$ cat config.mk
export PLATFORM = sky130hd
export DESIGN_NAME = ysyx_22050019_divider
export DESIGN_NICKNAME = d
export VERILOG_FILES = /design/src/rtl/ysyx_22050019_divider.sv
export SDC_FILE = /design/constraint.sdc
export NUM_CORES = 1
export LEC_CHECK = 0
export BUFFER_PORTS_ARGS = -buffer_cell sky130_fd_sc_hd__buf_2
export CAP_MARGIN = 20
export CORE_MARGIN = 4
export CORE_UTILIZATION = 50
export CTS_CLUSTER_DIAMETER = 60
export DETAILED_ROUTE_END_ITERATION = 7
export MAX_ROUTING_LAYER = met4
export PLACE_DENSITY = 0.68
export SLEW_MARGIN = 40
export SYNTH_ARGS = -nofsm -noshare
export SYNTH_HDL_FRONTEND = slang
export SYNTH_SLANG_ARGS = --single-unit
$ cat constraint.sdc
create_clock -name clk -period 12.3 [get_ports clk]
set_input_delay 1.23 -clock clk [delete_from_list [all_inputs] [get_ports clk]]
set_output_delay 1.23 -clock clk [all_outputs]
set_load 0.03 [all_outputs]
$ cat src/rtl/ysyx_22050019_divider.sv
// Iterative restoring divider for RV64M DIV/DIVU/REM/REMU and their W forms.
// One quotient bit per cycle, a sign-fix cycle, then the result is held until consumed.
module ysyx_22050019_divider #(
  parameter int unsigned XLEN = 64
) (
  input  logic            clk,
  input  logic            rst,
  input  logic            div_valid,
  output logic            div_ready,
  input  logic            div_signed,
  input  logic            div_word,
  input  logic            div_flush,
  input  logic [XLEN-1:0] dividend,
  input  logic [XLEN-1:0] divisor,
  output logic            out_valid,
  input  logic            out_ready,
  output logic [XLEN-1:0] quotient,
  output logic [XLEN-1:0] remainder
);

  localparam int unsigned WLEN = 32;
  localparam int unsigned CW   = $clog2(XLEN) + 1;
  localparam int unsigned UW   = XLEN - WLEN;

  localparam logic [1:0] S_IDLE = 2'd0;
  localparam logic [1:0] S_CALC = 2'd1;
  localparam logic [1:0] S_FIX  = 2'd2;
  localparam logic [1:0] S_DONE = 2'd3;

  localparam logic [XLEN-1:0] MIN_D = {1'b1, {(XLEN-1){1'b0}}};
  localparam logic [WLEN-1:0] MIN_W = {1'b1, {(WLEN-1){1'b0}}};
  localparam logic [XLEN-1:0] MIN_W_SEXT = {{(UW+1){1'b1}}, {(WLEN-1){1'b0}}};

  logic [1:0]      r_state;
  logic [1:0]      w_next;
  logic [CW-1:0]   r_cnt;
  logic [XLEN-1:0] r_dq;      // dividend bits shifting out, quotient bits shifting in
  logic [XLEN-1:0] r_dvs;
  logic [XLEN-1:0] r_rem;
  logic            r_word;
  logic            r_q_neg;
  logic            r_r_neg;
  logic            r_ready;
  logic            r_out_valid;
  logic [XLEN-1:0] r_quot;
  logic [XLEN-1:0] r_remd;

  logic            w_a_neg;
  logic            w_b_neg;
  logic [XLEN-1:0] w_a_val;
  logic [XLEN-1:0] w_b_val;
  logic [XLEN-1:0] w_a_abs;
  logic [XLEN-1:0] w_b_abs;
  logic [XLEN-1:0] w_a_sext;
  logic            w_div0;
  logic            w_ovf;
  logic [XLEN:0]   w_shift;
  logic [XLEN:0]   w_trial;
  logic            w_qbit;
  logic [XLEN-1:0] w_step_rem;
  logic [XLEN-1:0] w_q_raw;
  logic [XLEN-1:0] w_q_sgn;
  logic [XLEN-1:0] w_r_sgn;
  logic [XLEN-1:0] w_q_fix;
  logic [XLEN-1:0] w_r_fix;

  assign div_ready = r_ready;
  assign out_valid = r_out_valid;
  assign quotient  = r_quot;
  assign remainder = r_remd;

  // Operand decode at accept: word operands extended, magnitudes taken for signed ops
  assign w_a_neg  = div_signed & (div_word ? dividend[WLEN-1] : dividend[XLEN-1]);
  assign w_b_neg  = div_signed & (div_word ? divisor[WLEN-1]  : divisor[XLEN-1]);
  assign w_a_val  = div_word ? {{UW{div_signed & dividend[WLEN-1]}}, dividend[WLEN-1:0]} : dividend;
  assign w_b_val  = div_word ? {{UW{div_signed & divisor[WLEN-1]}}, divisor[WLEN-1:0]} : divisor;
  assign w_a_abs  = w_a_neg ? (XLEN'(0) - w_a_val) : w_a_val;
  assign w_b_abs  = w_b_neg ? (XLEN'(0) - w_b_val) : w_b_val;
  assign w_a_sext = {{UW{dividend[WLEN-1]}}, dividend[WLEN-1:0]};
  assign w_div0   = div_word ? (divisor[WLEN-1:0] == '0) : (divisor == '0);
  assign w_ovf    = div_signed & (div_word
                    ? ((dividend[WLEN-1:0] == MIN_W) && (divisor[WLEN-1:0] == '1))
                    : ((dividend == MIN_D) && (divisor == '1)));

  // One restoring step: shift in next dividend bit, subtract divisor if it fits
  assign w_shift    = {r_rem, r_dq[XLEN-1]};
  assign w_trial    = w_shift - {1'b0, r_dvs};
  assign w_qbit     = ~w_trial[XLEN];
  assign w_step_rem = w_qbit ? w_trial[XLEN-1:0] : w_shift[XLEN-1:0];

  // Sign fix and word sign-extension of the final result
  assign w_q_raw = r_word ? {{UW{1'b0}}, r_dq[WLEN-1:0]} : r_dq;
  assign w_q_sgn = r_q_neg ? (XLEN'(0) - w_q_raw) : w_q_raw;
  assign w_r_sgn = r_r_neg ? (XLEN'(0) - r_rem) : r_rem;
  assign w_q_fix = r_word ? {{UW{w_q_sgn[WLEN-1]}}, w_q_sgn[WLEN-1:0]} : w_q_sgn;
  assign w_r_fix = r_word ? {{UW{w_r_sgn[WLEN-1]}}, w_r_sgn[WLEN-1:0]} : w_r_sgn;

  // State register
  always_ff @(posedge clk or posedge rst) begin
    if (rst) r_state <= S_IDLE;
    else     r_state <= w_next;
  end

  // Next-state logic; flush overrides every other transition
  always_comb begin
    w_next = r_state;
    if (div_flush) begin
      w_next = S_IDLE;
    end else begin
      case (r_state)
        S_IDLE:  if (div_valid) w_next = (w_div0 || w_ovf) ? S_DONE : S_CALC;
        S_CALC:  if (r_cnt == CW'(1)) w_next = S_FIX;
        S_FIX:   w_next = S_DONE;
        S_DONE:  if (out_ready) w_next = S_IDLE;
        default: w_next = S_IDLE;
      endcase
    end
  end

  // Registered handshake outputs follow the upcoming state
  always_ff @(posedge clk or posedge rst) begin
    if (rst) begin
      r_ready     <= 1'b1;
      r_out_valid <= 1'b0;
    end else begin
      r_ready     <= (w_next == S_IDLE);
      r_out_valid <= (w_next == S_DONE);
    end
  end

  // Datapath: operand capture, iteration, result registration
  always_ff @(posedge clk or posedge rst) begin
    if (rst) begin
      r_cnt   <= '0;
      r_dq    <= '0;
      r_dvs   <= '0;
      r_rem   <= '0;
      r_word  <= 1'b0;
      r_q_neg <= 1'b0;
      r_r_neg <= 1'b0;
      r_quot  <= '0;
      r_remd  <= '0;
    end else if (!div_flush) begin
      case (r_state)
        S_IDLE: begin
          if (div_valid) begin
            if (w_div0) begin
              r_quot <= '1;
              r_remd <= div_word ? w_a_sext : dividend;
            end else if (w_ovf) begin
              r_quot <= div_word ? MIN_W_SEXT : MIN_D;
              r_remd <= '0;
            end else begin
              r_dq    <= div_word ? {w_a_abs[WLEN-1:0], {UW{1'b0}}} : w_a_abs;
              r_dvs   <= w_b_abs;
              r_rem   <= '0;
              r_cnt   <= div_word ? CW'(WLEN) : CW'(XLEN);
              r_word  <= div_word;
              r_q_neg <= w_a_neg ^ w_b_neg;
              r_r_neg <= w_a_neg;
            end
          end
        end
        S_CALC: begin
          r_rem <= w_step_rem;
          r_dq  <= {r_dq[XLEN-2:0], w_qbit};
          r_cnt <= r_cnt - CW'(1);
        end
        S_FIX: begin
          r_quot <= w_q_fix;
          r_remd <= w_r_fix;
        end
        default: ;
      endcase
    end
  end

endmodule

* After elaboration in Yosys (flattened, before gate mapping)
Cells that the tools add are included.
** Storage, ports and cells
- Word-level logic and storage cells :: 97
- Register bits :: 334
- Output and inout port bits :: 130
** Cells by class
- Eq/ne operators :: 13
- Mux-type cells :: 44
- Bitwise gates (word level) :: 10
- Reductions and logical operators :: 12
- Add/sub/neg operators :: 6
** Operator list (count)
- $mux W64 :: 24
- $pmux W64 S2 :: 4
- $sub A1 B64 Y64 const A :: 4
- $eq A64 B64 Y1 const B :: 2
- $sub A65 B64 Y65 :: 1
- $eq A32 B32 Y1 const B :: 2
- $logic_not A64 Y1 :: 1
- $mux W63 :: 1
- $logic_not A32 Y1 :: 1
- $mux W7 :: 4
- $pmux W7 S2 :: 1
- $mux W2 :: 5
- $reduce_and A5 Y1 :: 2
- $pmux W2 S4 :: 1
- $eq A7 B1 Y1 const B :: 1
- $sub A7 B1 Y7 const B :: 1
- $eq A2 B2 Y1 const B :: 3
- $ne A2 B2 Y1 const B :: 3
- $and A1 B1 Y1 :: 5
- $logic_not A2 Y1 :: 2
- $mux W1 :: 4
- $not A1 Y1 :: 4
- $reduce_and A4 Y1 :: 1
- $reduce_bool A2 Y1 :: 2
- other kinds (5) :: 6

* Logic depth before layout (Yosys ltp)
Gate-level depths: netlist of the first run.
- Depth after elaboration :: 10
- Mapped depth :: 16
- Mapped depth without buffers :: 13

* Worst setup path after synthesis of the first run
No wires, ideal clock.
- Path kind :: input-to-reg
- Start point :: in dividend[12]
- End point :: reg r_dq[55]
- Setup slack :: 7823 ps
- Buffers on the path :: 2
- Arrival :: 4351 ps
- Stages on the path :: 12
- Cell sequence :: or4_4 -> or3_1 -> buf_6 -> or4_4 -> or4_4 -> buf_6 -> nor4_4 -> a21oi_1 -> xnor2_1 -> a21oi_1 -> nor3_2 -> a221o_1
** Between the ends
- Word-level cells in the longest chain between the ends :: 8
** RTL lines
- start: declaration :: line 13 : input logic [XLEN-1:0] dividend,
- $mux W64 :: line 75 : assign w_a_val = div_word ? {{UW{div_signed & dividend[WLEN-1]}}, dividend[WLEN-1:0]} : dividend;
- $sub A1 B64 Y64 :: line 77 : assign w_a_abs = w_a_neg ? (XLEN'(0) - w_a_val) : w_a_val;
- $mux W64 :: line 77
- $mux W64 :: line 154 : r_dq <= div_word ? {w_a_abs[WLEN-1:0], {UW{1'b0}}} : w_a_abs;
- $mux W64 :: line 150 : end else if (w_ovf) begin
- $mux W64 :: line 147 : if (w_div0) begin
- $mux W64 :: line 146 : if (div_valid) begin
- $pmux W64 S2 :: line 144 : case (r_state)
- end signal: assignment :: line 154
- end signal: assignment :: line 166 : r_dq <= {r_dq[XLEN-2:0], w_qbit};
- end: declaration :: line 37 : logic [XLEN-1:0] r_dq;
Several ways; a longest one is shown, not always the timed one. The select of a mux whose other input is x is not followed.
A chain may end at the register's enable or synchronous reset.

* Final worst setup path of the first run
- Start point :: in divisor[11]
- End point :: reg r_dvs[9]
** Between the ends
- Word-level cells in the longest chain between the ends :: 6
** RTL lines
- start: declaration :: line 14 : input logic [XLEN-1:0] divisor,
- $eq A64 B64 Y1 / $eq A32 B32 Y1 (equally long branches) :: line 83, 82
- $logic_and A1 B1 Y1 (on tied branches) :: line 83, 82
- $mux W1 :: line 82 : ? ((dividend[WLEN-1:0] == MIN_W) && (divisor[WLEN-1:0] == '1))
- $and A1 B1 Y1 :: line 81 : assign w_ovf = div_signed & (div_word
- $not A1 Y1 (no line)
- $reduce_and A5 Y1 (no line) *
- end signal: assignment :: line 155 : r_dvs <= w_b_abs;
- end: declaration :: line 38 : logic [XLEN-1:0] r_dvs;
Mark *: on every way between the ends. The rest lies on a longest branch, timed or not.

==> results of run 1 <==
[power breakdown]
| part | internal (mW) | total, mW | switching [mW] |
|---|---|---|---|
| Clock | 0.760 | 1.27 | 0.507 |
| Combinational | 0.466 | 1.39 | 0.919 |
| Sequential | 1.28 | 1.45 | 0.172 |
| Total | 2.51 | 4.10 | 1.60 |
[flip-flops by register name, summed over array words and instances (netlist names), 2 cells and up]
signal,flops
r_state,2
r_cnt,7
r_dq,64
r_dvs,64
remainder,64
quotient,64
r_rem,64
[layout by cell type, fill, tap and decap left out, types with 29 or more instances in the layout]
cell	netlist	routed
dfrtp_1	333	332
nor3_1	67	66
nand4_1	41	41
xnor2_1	160	160
a21o_1	43	43
buf_2	23	264
nand3_1	44	44
a21oi_1	260	260
ha_1	71	71
a221o_1	32	32
mux2i_1	49	49
nand2_1	448	447
clkbuf_16	0	45
buf_4	1	31
inv_1	106	104
nor2_1	269	265
xor2_1	124	124
or4_1	29	29
nor4_1	37	31
or3_1	44	43
o21ai_0	399	399
o31ai_1	62	62
[area by class of cell]
cell class	count	area (um2)	area share, %
antenna	7	17.52	0.06181
timing repair buffer	300	1619	5.713
tap	672	840.8	2.967
clock inverter	10	105.1	0.3708
multi-input combinational	2566	15670	55.29
inverter	106	410.4	1.448
clock buffer	67	1319	4.653
sequential	334	8361	29.50
[worst max-delay path by stage]
| stage | from | endpoint | slack (ns) |
|---|---|---|---|
| floorplan | rst | out_valid | 1.82 |
| global placement | divisor[11] | r_dvs[34] | 5.34 |
| detailed placement | divisor[11] | r_dvs[9] | 5.77 |
| CTS | divisor[11] | r_dvs[34] | 6.39 |
| global route | divisor[11] | r_dvs[34] | 6.07 |
| finish | divisor[11] | r_dvs[9] | 6.30 |
[critical path: stages]
cell and delay [ns]:
buf_2 0.12, or4_1 0.62, nor4_1 0.53, and2b_1 0.30
nand3_1 0.19, nor4_2 0.56, a22oi_1 0.34, a31oi_4 0.24
buf_6 0.56, nand2b_4 0.65, buf_4 0.68, o21ai_0 0.23
[synth_stat cells (32+ instances only)]
library cell  number
a221o_1           32
xnor2_1          160
mux2i_1           49
or3_1             44
xor2_1           124
nand2_1          448
o31ai_1           62
ha_1              71
inv_1            106
nand4_1           41
clkbuf_1         169
o21ai_0          399
a21oi_1          260
nor3_1            67
nor4_1            37
nor2_1           269
dfrtp_1          333
nand3_1           44
a21o_1            43
[kinds of logic after synthesis]
| family | after synthesis |
|---|---|
| buf+inv | 312 |
| fa+ha+maj | 72 |
| mux | 50 |
| flops | 334 |
| xor+xnor | 284 |
| simple gates | 1097 |
| compound gates | 1063 |
[stage by stage]
step	area (um2)	instances
4_1_cts	28310	4055
2_1_floorplan	25250	3212
5_1_grt	28340	4062
6_report	28340	4062
3_3_place_gp	26810	3976
3_5_place_dp	26880	3978
[per-layer routing]
metal  GRT usage [%]  up-vias  wire (um)  part of all wire (%)
met4           15.88        0       4956                   5.5
met2           51.39     1018      40820                    45
li1                -    11830          -                     -
met5               -        -          0                     0
met1           43.05    11720      37990                    42
met3           4.738      218       5998                   6.7
==> results.ini, run 1 <==
[clock_tree]
root_buffer = clkbuf_16
clk_pin_slew_worst_paths_ns = 0.06
cts_resized = 0
cts.sinks = 334
cts_setup_buffers = 0
htreeDepth = 2
cts_tree = yes
insertion_delay_ns = 0.57
clock_path_buffers = 3
cts_buffers = 43
ctsHoldBuffers = 0

[die]
core_region_area_mm2 = 0.05007
chipWidth_um = 232.7
dieArea_mm2 = 0.05417
start_util_pct = 50.44
num_io_pins = 265
die_h_um = 232.7
rows = 82

[worst_hold_path]
holdPathEnd = quotient[56]
whs_path_depth = 2
hp-start = quotient[56]
holdCritPathClass = reg -> reg

[critical_path]
path_max_fanout = 92
r2r_slack_ns = 7.54
end_kind = register
critical_path_class = in -> reg
worstReg2RegStart = r_dq[63]
start_kind = input port
arrival_ns = 6.41
cp.required_ns = 12.71
r2r-end = r_rem[59]
reg2reg_depth = 14

[placement]
pre_cts_ws_ns = 5.772
gp_congestion = 0.9716
port_buffers = 264
dp_hpwl_um = 69310

[outcome]
status = complete, no violations

[flow_run]
maxCapViolCount = 0

[synthesis]
post-synth-top-area-cell = dfrtp_1
synth_mux_area_share_pct = 1.987
synth-adder-area-share_pct = 3.597
yosys.area_share.simple_pct = 20.20
synth_compound_area_share_pct = 26.08
synthXorXnorAreaFrac_pct = 9.849
synthesis.area_mm2 = 0.02525
synth.distinct_cells = 92
syn_nets = 3419
yosysWarningCount = 0
synthArstFlopShare_pct = 100.0
syn_avg_cell_area_um2 = 7.862
ys_seq_elements = 334
yosys-top-cells-area = dfrtp_1, o21ai_0, nand2_1, xnor2_1, a21oi_1
synth_top_family_by_area = compound AO/OA/AOI/OAI gates
synth_cells = 3212
synth_top_cell_area_share_pct = 33.00
synth_edf_count = 0
synth_ff_type = dfrtp_1
ys_seq_area_share_pct = 33.10

[timing]
hold_viol = 0
worst_pin_slew_ns = 0.9263
period_needed_ns = 6.002
min_period_over_period_pct = 48.79
setup_viol = 0
final_max_slew_viol_count = 0
slew_headroom_pct = 37.44
whs_ns = 0.4721
fin_ws_ns = 6.298
skew_ns = 0.01529
max_freq_mhz = 166.6
rsz0062_at_grt = false
tns_ns = 0

[drt]
ant_nets = 0
wire_per_inst_um = 22.10
drt_iter0_drc = 2286
vias = 24790
avgViaCountPerCell = 6.102
drt_wl_total_um = 89770
drtPass1Iterations = 6
drc = 0

[power]
total_power_mw = 4.104
pwr_density_cell_mw_per_mm2 = 144.8
p_leak_nw = 12.62
worst_ir_drop_vdd_mv = 0.09727

[layout]
fillers = 4861
final_nets = 3558
utilization_pct = 56.60
drive_above_1_share_pct = 12.71
syn2layout_area_growth_pct = 12.22

[grt]
grt_util_all_layers_pct = 33.20
grt_pass1_wl_um = 137600
antenna_found_initial = 7
grt-ovfl-total = 0
grt_max_degree = 117
grt_pass1_vias = 23620

(Power assumes the default switching activity.)
==> run 2, diff against run 1 <==
- PLACE_DENSITY: 0.68 -> 0.71
- clock period: 12.3 -> 5.4 ns (I/O delays scaled with it)
==> results.ini, run 2 (synthesis results as in run 1) <==
[outcome]
status = complete, no violations

[grt]
grt_pass1_wl_um = 141200  ; +2.6%
antenna_found_initial = 4  ; -3
grt_util_all_layers_pct = 34.18  ; +0.98 points
grt-ovfl-total = 0  ; unchanged
grt_max_degree = 198  ; +69%
grt_pass1_vias = 24340  ; +3.0%

[placement]
dp_hpwl_um = 71160  ; +2.7%
gp_congestion = 1.023  ; +5.3%
port_buffers = 264  ; unchanged

[critical_path]
reg2reg_depth = 11  ; -3
r2r-end = remainder[35]
arrival_ns = 5.01  ; -1.40 ns
path_max_fanout = 21  ; -77%
cp.required_ns = 5.82  ; -6.89 ns
start_kind = register
critical_path_class = reg -> reg
end_kind = register
worstReg2RegStart = r_rem[8]
r2r_slack_ns = 0.81  ; -6.73 ns

[drt]
wire_per_inst_um = 22.68  ; +2.6%
drt_iter0_drc = 2342  ; +2.4%
drt_wl_total_um = 92720  ; +3.3%
ant_nets = 0  ; unchanged
avgViaCountPerCell = 6.192  ; +1.5%
drc = 0  ; unchanged
drtPass1Iterations = 5  ; -1
vias = 25310  ; +2.1%

[layout]
final_cell_mix = nand2_1, o21ai_0, dfrtp_1
mostFrequentLayoutCell = nand2_1
drive_above_1_share_pct = 13.72  ; +1.0 points
final_nets = 3582  ; +0.67%
syn2layout_area_growth_pct = 13.81

[power]
worst_ir_drop_vdd_mv = 0.2146  ; +120%
p_leak_nw = 12.83  ; +1.7%
total_power_mw = 9.591  ; +130%
pwr_density_cell_mw_per_mm2 = 333.7  ; +130%

[worst_hold_path]
holdCritPathClass = in -> async

[die]
num_io_pins = 265  ; unchanged
dieArea_mm2 = 0.05417  ; unchanged
die_h_um = 232.7  ; unchanged
start_util_pct = 50.44  ; unchanged
core_region_area_mm2 = 0.05007  ; unchanged
rows = 82  ; unchanged
chipWidth_um = 232.7  ; unchanged

[clock_tree]
insertion_delay_ns = 0.60  ; +0.03 ns
cts.sinks = 334  ; unchanged
cts_setup_buffers = 0  ; unchanged
clock_path_buffers = 3  ; unchanged
cts_tree = yes
cts_resized = 0  ; unchanged
ctsHoldBuffers = 0  ; unchanged
cts_buffers = 44  ; +2.3%
clk_pin_slew_worst_paths_ns = 0.06  ; about the same
htreeDepth = 2  ; unchanged
root_buffer = clkbuf_16

[timing]
final_max_slew_viol_count = 0  ; unchanged
setup_viol = 0  ; unchanged
tns_ns = 0  ; unchanged
slew_headroom_pct = 40.77  ; +3.3 points
min_period_over_period_pct = 85.00
rsz0062_at_grt = false
max_freq_mhz = 217.9
skew_ns = 0.02677  ; +0.01148 ns
worst_pin_slew_ns = 0.8884  ; -0.03791 ns
hold_viol = 0  ; unchanged
whs_ns = 0.04972  ; -0.4223 ns
period_needed_ns = 4.590

[flow_run]
maxCapViolCount = 0  ; unchanged

==> run 2: changes by cell type in the layout (fill, tap and decap cells not counted), sizes merged <==
| cell | change |
|---|---|
| clkinvlp | +2 |
| clkinv | +10 |
| buf | +23 |
| inv | -1 |
| diode | -2 |
| clkbuf | -10 |
| bufinv | +4 |
==> run 2: area by class of cell <==
type,count,area [um2]
Sequential cell,334,8362
Timing Repair Buffer,323,1898
Tap cell,672,840.8
Inverter,106,401.6
Fill cell,4797,21330
Clock buffer,57,1230
Multi-Input combinational cell,2566,15690
Clock inverter,25,310.3
Antenna cell,5,12.51
==> run 2: report_power, final <==
part           total [mW]  internal, mW  switching, mW
Combinational        3.18          1.08           2.10
Sequential           3.34          2.91          0.426
Clock                3.07          1.86           1.20
==> run 2: how the worst max path moves through the flow <==
stage | from | endpoint | slack (ns) | cells past startpoint
detailed placement | divisor[11] | remainder[12] | 1.07 | 12
finish | r_rem[8] | remainder[35] | 0.81 | 11
CTS | r_rem[8] | remainder[35] | 1.04 | 11
global placement | divisor[11] | remainder[38] | 0.61 | 12
floorplan | rst | out_valid | 0.40 | 1
global route | r_rem[8] | remainder[35] | 0.55 | 11
==> run 2: per-stage QoR <==
step / utilization, % / setup WS (ns) / instance area, um2 / instances
2_1_floorplan: - / 0.3982 / 25260 / 3212
3_3_place_gp: 54.02 / 0.6115 / 27050 / 3997
3_5_place_dp: 54.26 / 1.074 / 27160 / 4001
4_1_cts: 57.33 / 1.044 / 28710 / 4083
5_1_grt: 57.40 / 0.5474 / 28740 / 4087
6_report: 57.40 / 0.8102 / 28740 / 4088
==> run 2: per-layer routing <==
metal	global-route usage (%)	up-vias	wire [um]
met1	42.91	11990	38040
met4	18.43	0	5897
li1	-	11900	-
met3	4.640	284	5980
met5	-	-	0
met2	53.73	1137	42800
==> run 2: worst max-delay path, cell delays in order, from the launching register on <==
cell	delay [ns]
dfrtp_1	0.49
or4_1	0.63
nor4_1	0.64
nand2_1	0.38
or2_2	0.40
a21oi_1	0.21
xor2_1	0.34
or2_2	0.21
nor2_1	0.04
buf_4	0.25
nor3_1	0.67
o21ai_0	0.16
